[src/rtl/if_pkg.sv]
// Shared types and constants for the instruction-fetch stage.
package if_pkg;

  localparam int unsigned XLEN = 32;

  typedef enum logic [1:0] {
    ST_FETCH = 2'd0,
    ST_HOLD  = 2'd1,
    ST_DRAIN = 2'd2
  } state_e;

  localparam logic [1:0] PC_SRC_SEQ = 2'b00;
  localparam logic [1:0] PC_SRC_BR  = 2'b01;
  localparam logic [1:0] PC_SRC_J   = 2'b10;
  localparam logic [1:0] PC_SRC_RSV = 2'b11;

  localparam logic [XLEN-1:0] NOP_INST = XLEN'(0);

  typedef struct packed {
    logic [XLEN-1:0] inst;
    logic [XLEN-1:0] pc4;
    logic            valid;
  } ifid_t;

endpackage

[src/rtl/if_stage_if.sv]
// Instruction-memory request/ready handshake between the fetch stage and imem.
interface if_stage_if;
  import if_pkg::*;

  logic            imem_req;
  logic [XLEN-1:0] imem_addr;
  logic            imem_ready;
  logic [XLEN-1:0] imem_rdata;

  modport master (output imem_req, output imem_addr, input imem_ready, input imem_rdata);
  modport slave  (input imem_req, input imem_addr, output imem_ready, output imem_rdata);
endinterface

[src/rtl/ifid_reg.sv]
// IF/ID pipeline register: bubble load wins over a normal write.
module ifid_reg
  import if_pkg::*;
(
  input  logic  clk,
  input  logic  rst_n,
  input  logic  we,
  input  logic  bubble,
  input  ifid_t d,
  output ifid_t q
);

  localparam ifid_t BUBBLE = '{inst: NOP_INST, pc4: XLEN'(0), valid: 1'b0};

  ifid_t ifid_d, ifid_q;

  always_comb begin
    ifid_d = ifid_q;
    if (bubble)  ifid_d = BUBBLE;
    else if (we) ifid_d = d;
  end

  always_ff @(posedge clk or negedge rst_n) begin
    if (!rst_n) ifid_q <= BUBBLE;
    else        ifid_q <= ifid_d;
  end

  assign q = ifid_q;

endmodule

[src/rtl/if_stage.sv]
// Instruction-fetch stage: PC, imem handshake, stall hold buffer and redirect drain.
module if_stage
  import if_pkg::*;
#(
  parameter logic [31:0] RESET_PC = 32'h0000_0000
) (
  input  logic            clk,
  input  logic            rst_n,
  input  logic            pc_write,
  input  logic            IFID_write,
  input  logic [1:0]      pc_src,
  input  logic [XLEN-1:0] branch_target,
  input  logic [XLEN-1:0] jump_target,
  if_stage_if.master      imem,
  output logic [XLEN-1:0] IFID_inst,
  output logic [XLEN-1:0] IFID_pc4,
  output logic            IFID_valid
);

  state_e          state_d, state_q;
  logic [XLEN-1:0] pc_d, pc_q;
  logic [XLEN-1:0] hold_d, hold_q;
  logic [XLEN-1:0] redir_d, redir_q;
  logic            req_d, req_q;

  logic            redirect, stall;
  logic [XLEN-1:0] target, pc_plus4;
  logic            ifid_we, ifid_bubble;
  ifid_t           ifid_in, ifid_out;

  assign redirect = (pc_src == PC_SRC_BR) || (pc_src == PC_SRC_J);
  assign target   = (pc_src == PC_SRC_J) ? jump_target : branch_target;
  assign stall    = !(IFID_write && pc_write);
  assign pc_plus4 = pc_q + XLEN'(4);

  // Next-state, PC and IF/ID load control; redirect always beats stall.
  always_comb begin
    state_d     = state_q;
    pc_d        = pc_q;
    hold_d      = hold_q;
    redir_d     = redir_q;
    ifid_we     = 1'b0;
    ifid_bubble = 1'b0;
    ifid_in     = '{inst: imem.imem_rdata, pc4: pc_plus4, valid: 1'b1};

    unique case (state_q)
      ST_FETCH: begin
        if (redirect) begin
          ifid_bubble = 1'b1;
          if (imem.imem_ready) begin
            pc_d = target;
          end else begin
            redir_d = target;
            state_d = ST_DRAIN;
          end
        end else if (imem.imem_ready) begin
          if (!stall) begin
            ifid_we = 1'b1;
            pc_d    = pc_plus4;
          end else begin
            hold_d  = imem.imem_rdata;
            state_d = ST_HOLD;
          end
        end else if (!stall) begin
          ifid_bubble = 1'b1;
        end
      end

      ST_HOLD: begin
        if (redirect) begin
          hold_d      = XLEN'(0);
          pc_d        = target;
          ifid_bubble = 1'b1;
          state_d     = ST_FETCH;
        end else if (!stall) begin
          ifid_in.inst = hold_q;
          ifid_we      = 1'b1;
          pc_d         = pc_plus4;
          state_d      = ST_FETCH;
        end
      end

      ST_DRAIN: begin
        ifid_bubble = IFID_write;
        if (redirect) redir_d = target;
        // The stale response is dropped; a same-cycle redirect supersedes the saved one.
        if (imem.imem_ready) begin
          pc_d    = redirect ? target : redir_q;
          state_d = ST_FETCH;
        end
      end

      default: state_d = ST_FETCH;
    endcase

    req_d = (state_d != ST_HOLD);
  end

  always_ff @(posedge clk or negedge rst_n) begin
    if (!rst_n) begin
      state_q <= ST_FETCH;
      pc_q    <= RESET_PC;
      hold_q  <= XLEN'(0);
      redir_q <= XLEN'(0);
      req_q   <= 1'b1;
    end else begin
      state_q <= state_d;
      pc_q    <= pc_d;
      hold_q  <= hold_d;
      redir_q <= redir_d;
      req_q   <= req_d;
    end
  end

  ifid_reg u_ifid_reg (
    .clk    (clk),
    .rst_n  (rst_n),
    .we     (ifid_we),
    .bubble (ifid_bubble),
    .d      (ifid_in),
    .q      (ifid_out)
  );

  assign imem.imem_req  = req_q;
  assign imem.imem_addr = pc_q;
  assign IFID_inst      = ifid_out.inst;
  assign IFID_pc4       = ifid_out.pc4;
  assign IFID_valid     = ifid_out.valid;

endmodule

[src/flat_wrapper.sv]
// flat-port wrapper written by rule: the top's interface ports become plain ports
module if_stage_flat import if_pkg::*;
#(
  parameter logic [31:0] RESET_PC = 32'h0000_0000
)
  (clk, rst_n, pc_write, IFID_write, pc_src, branch_target, jump_target, IFID_inst, IFID_pc4, IFID_valid, imem_imem_req, imem_imem_addr, imem_imem_ready, imem_imem_rdata);
  if_stage_if imem_i ();
  input  logic clk;
  input  logic rst_n;
  input  logic pc_write;
  input  logic IFID_write;
  input  logic [1:0] pc_src;
  input  logic [XLEN-1:0] branch_target;
  input  logic [XLEN-1:0] jump_target;
  output logic [XLEN-1:0] IFID_inst;
  output logic [XLEN-1:0] IFID_pc4;
  output logic IFID_valid;
  output wire logic [$bits(imem_i.imem_req)-1:0] imem_imem_req;
  output wire logic [$bits(imem_i.imem_addr)-1:0] imem_imem_addr;
  input wire logic [$bits(imem_i.imem_ready)-1:0] imem_imem_ready;
  input wire logic [$bits(imem_i.imem_rdata)-1:0] imem_imem_rdata;
  assign imem_imem_req = imem_i.imem_req;
  assign imem_imem_addr = imem_i.imem_addr;
  assign imem_i.imem_ready = imem_imem_ready;
  assign imem_i.imem_rdata = imem_imem_rdata;
  if_stage #(.RESET_PC(RESET_PC)) u_core (.clk(clk), .rst_n(rst_n), .pc_write(pc_write), .IFID_write(IFID_write), .pc_src(pc_src), .branch_target(branch_target), .jump_target(jump_target), .imem(imem_i), .IFID_inst(IFID_inst), .IFID_pc4(IFID_pc4), .IFID_valid(IFID_valid));
endmodule
[config.mk]
export PLATFORM = sky130hd
export DESIGN_NAME = if_stage_flat
export DESIGN_NICKNAME = d
export VERILOG_FILES = /design/src/rtl/if_pkg.sv /design/src/rtl/if_stage_if.sv /design/src/rtl/ifid_reg.sv /design/src/rtl/if_stage.sv /design/src/flat_wrapper.sv
export SDC_FILE = /design/constraint.sdc
export NUM_CORES = 1
export LEC_CHECK = 0
export ABC_CLOCK_PERIOD_IN_PS = 2600
export BUFFER_PORTS_ARGS = -buffer_cell sky130_fd_sc_hd__buf_2
export CELL_PAD_IN_SITES_DETAIL_PLACEMENT = 1
export CELL_PAD_IN_SITES_GLOBAL_PLACEMENT = 1
export CORE_ASPECT_RATIO = 1.75
export CORE_MARGIN = 2
export CORE_UTILIZATION = 42
export DETAILED_ROUTE_END_ITERATION = 7
export PLACE_DENSITY = 0.88
export SLEW_MARGIN = 20
export SYNTH_ARGS = -nofsm -noshare
export SYNTH_HDL_FRONTEND = slang
export SYNTH_HIERARCHICAL = 1
export SYNTH_SLANG_ARGS = --single-unit
[constraint.sdc]
create_clock -name clk -period 2.6 [get_ports clk]
set_clock_uncertainty 0.1 [all_clocks]
set_input_delay 0.13 -clock clk [delete_from_list [all_inputs] [get_ports clk]]
set_output_delay 0.13 -clock clk [all_outputs]
set_load 0.02 [all_outputs]
==> flow_metrics.env <==
export IMPL_synthTopCellsByCount="dfrtp_1 (163), nor2_1 (118), nand2_1 (101)"
export IMPL_timing_rr_end="u_core/u_ifid_reg/q[23]"
export IMPL_clk_latency_ns=0.43
export IMPL_rr_worst_depth=6
export IMPL_wl_per_cell_um=22.27
export IMPL_netlist_instances=899
export IMPL_final_antenna_net_count=0
export IMPL_hold_viol_final=0
export IMPL_num_vias=8335
export IMPL_hold_class="in -> reg"
export IMPL_drt_iter0_drc=553
export IMPL_fillers=2317
export IMPL_outcome="complete, no violations"
export IMPL_cts_root_buffer="clkbuf_16"
export IMPL_io_pins=201
export IMPL_core_sq_um=20670
export IMPL_ys_flop_type="dfrtp_1"
export IMPL_syn_area_sq_um=8783
export IMPL_power_density_nw_per_um2=780.1
export IMPL_cp_arrival_ns=2.67
export IMPL_hp_start="jump_target[23]"
export IMPL_synthesis_nets=1004
export IMPL_min_period_ns=2.464
export IMPL_relSlewSlack=0.4785
export IMPL_grt_pass1_vias=9425
export IMPL_grt_max_degree=76
export IMPL_drc=0
export IMPL_cpPeakStageDelay_ns=0.69
export IMPL_p_leak_uw=0.005369
export IMPL_synth_top_area_frac=0.4644
export IMPL_synth_edf_count=0
export IMPL_peakVddDrop_mv=0.3512
export IMPL_setup_viol=0
export IMPL_rows=70
export IMPL_drive_gt1_frac=0.2861
export IMPL_grt_antenna_before_repair=1
export IMPL_dp_hpwl_um=19460
export IMPL_max_freq_mhz=405.9
export IMPL_track_usage=0.2931
export IMPL_cts_tree="built"
export IMPL_cts_made_buffers=17
export IMPL_worstPathRequired_ns=2.81
export IMPL_drv_cap=0
export IMPL_yosys_area_top_type="dfrtp_1"
export IMPL_dieArea_sq_um=22130
export IMPL_criticalPathCategory="reg -> reg"
export IMPL_syn_avg_cell_area_sq_um=9.770
export IMPL_die_h_um=195.3
export IMPL_reg2reg_setup_slack_ns=0.14
export IMPL_cp_start_kind="register"
export IMPL_clk_pin_slew_ns=0.07
export IMPL_synthTopCellsByArea="dfrtp_1 (46%), mux2i_1 (11%), mux2_2 (6.9%)"
export IMPL_grt_overflow_total=0
export IMPL_worstPathCellList="nand3_1, or4_4, or3_4, xnor2_1, mux2i_1, nor2_1"
export IMPL_htree_num_levels=4
export IMPL_netlist_cell_type_count=60
export IMPL_cts_setup_buffers=0
export IMPL_post_synth_top_count_cell="dfrtp_1"
export IMPL_die_x_um=113.3
export IMPL_hold_depth=3
export IMPL_crit_fanout=8
export IMPL_clkSinkCount=164
export IMPL_fin_cells=1438
export IMPL_setup_tns_ns=0
export IMPL_place_gp_congestion=0.8373
export IMPL_synth_yosys_warnings=6
export IMPL_grt_pass1_wl_um=50830
export IMPL_post_route_util=0.5633
export IMPL_rsz0062_at_grt="no"
export IMPL_first_pass_iters=5
export IMPL_worst_pin_slew_ns=0.7823
export IMPL_area_growth_pct=32.55
export IMPL_place_area_sq_um=10180
export IMPL_r2r_start="u_core/imem.imem_addr[6]"
export IMPL_initial_core_util=0.4249
export IMPL_drt_vias_per_instance=5.796
export IMPL_dp_cells=1321
export IMPL_synth_seq_cells=164
export IMPL_post_route_period_util=0.9475
export IMPL_design_area_sq_um=11640
export IMPL_layout_nets=1278
export IMPL_clock_path_buffers=2
export IMPL_maxSlewViolCount=0
export IMPL_cp_end_kind="register"
export IMPL_io_buffers=200
export IMPL_seq_area_frac_synth=0.4674
export IMPL_whs_endpoint="u_core/redir_q[23]"
export IMPL_async_flop_share=1.000
export IMPL_slowest_stage="or4_4"
export IMPL_routed_wirelength_um=32020
[routing by layer]
metal / share of wire / vias to the layer above / track usage / wire length [um]
met5: 0 / - / 0 / 0
met4: 0.047 / 0 / 0.1472 / 1507
met3: 0.040 / 104 / 0.03849 / 1293
met2: 0.55 / 324 / 0.5473 / 17540
met1: 0.36 / 4211 / 0.3182 / 11680
li1: - / 3696 / - / -
[where the power goes]
part | internal, uW | total, uW | switching, uW
clock network | 1540 | 2630 | 1090
registers | 3080 | 3660 | 575
logic | 1120 | 2800 | 1680
total | 5740 | 9080 | 3340
[worst max-delay path: cells and delay by family (launching register included)]
kind | cells | cell delay [ns]
simple gates | 4 | 1.47
flops | 1 | 0.46
mux | 1 | 0.17
xor+xnor | 1 | 0.13
[flip-flops by register name, summed over array words and instances (netlist names)]
signal	flops
u_core/imem.imem_addr	32
u_core/hold_q	32
u_core/redir_q	32
u_core/state_q	2
u_core/u_ifid_reg/q	65
u_core/imem.imem_req	1
[logic make-up (layout without fill, tap and decap cells)]
family | count (synthesis) | in the layout | synth area share
compound gates | 159 | 159 | 0.1091
flops | 164 | 164 | 0.4674
mux | 147 | 147 | 0.1752
buf+inv | 78 | 364 | 0.04630
xor+xnor | 28 | 28 | 0.02792
other cells | 1 | 2 | 0.0004269
fa+ha+maj | 2 | 2 | 0.002849
simple gates | 320 | 320 | 0.1708
[layout by cell type, fill, tap and decap left out, types with 5 or more instances in the layout]
master / instances
buf_2: 199
dfrtp_1: 163
nor2_1: 117
nand2_1: 101
mux2i_1: 93
dlygate4sd3_1: 85
a21oi_1: 78
mux2_2: 54
o21ai_0: 37
nand3_1: 26
buf_4: 25
xnor2_1: 19
clkbuf_16: 17
inv_1: 14
or3_1: 13
nand4_1: 9
and3_1: 9
xor2_1: 9
nor3_1: 9
buf_12: 9
nor4_1: 7
a211oi_1: 6
nand2b_1: 5
o211a_1: 5
[layout make-up]
type                            count  area (sq um)  share of cell area
Clock buffer                       20         446.7             0.03837
Timing Repair Buffer              319          2226              0.1912
Antenna cell                        1         2.502           0.0002149
Inverter                           14         52.55            0.004514
Multi-Input combinational cell    657          4342              0.3729
Tap cell                          252         315.3             0.02708
Clock inverter                     11         152.6             0.01311
Sequential cell                   164          4105              0.3526
[through the flow]
step	setup slack (ns)	total power, uW	hold WS (ns)
after global placement	0.2863	6083	0.1215
after floorplan	0.2043	5193	-0.2656
after global routing	0.06899	9501	0.02182
final	0.1364	9082	0.005945
after CTS	0.1895	8992	0.0006418
after detailed placement	0.2572	6236	0.1349
[worst max path at each step]
stage                                   start                   endpoint  slack, ns  cells past startpoint
global route        u_core/imem.imem_addr[14]  u_core/imem.imem_addr[23]       0.07                      5
CTS                  u_core/imem.imem_addr[6]    u_core/u_ifid_reg/q[23]       0.19                      6
finish               u_core/imem.imem_addr[6]    u_core/u_ifid_reg/q[23]       0.14                      6
global placement     u_core/imem.imem_addr[6]    u_core/u_ifid_reg/q[23]       0.29                      6
floorplan                           pc_src[0]    u_core/u_ifid_reg/q[14]       0.20                     11
detailed placement   u_core/imem.imem_addr[7]    u_core/u_ifid_reg/q[23]       0.26                      6
[what timing repair did]
| action | 4_1_cts | 5_1_grt |
|---|---|---|
| gates resized for setup | 0 | 1 |
| hold buffers | 85 | 0 |
| endpoints found under the hold margin | 138 | 0 |
| endpoints found under the setup margin | 0 | 1 |
Note: power is estimated with default switching activity, not from simulation.
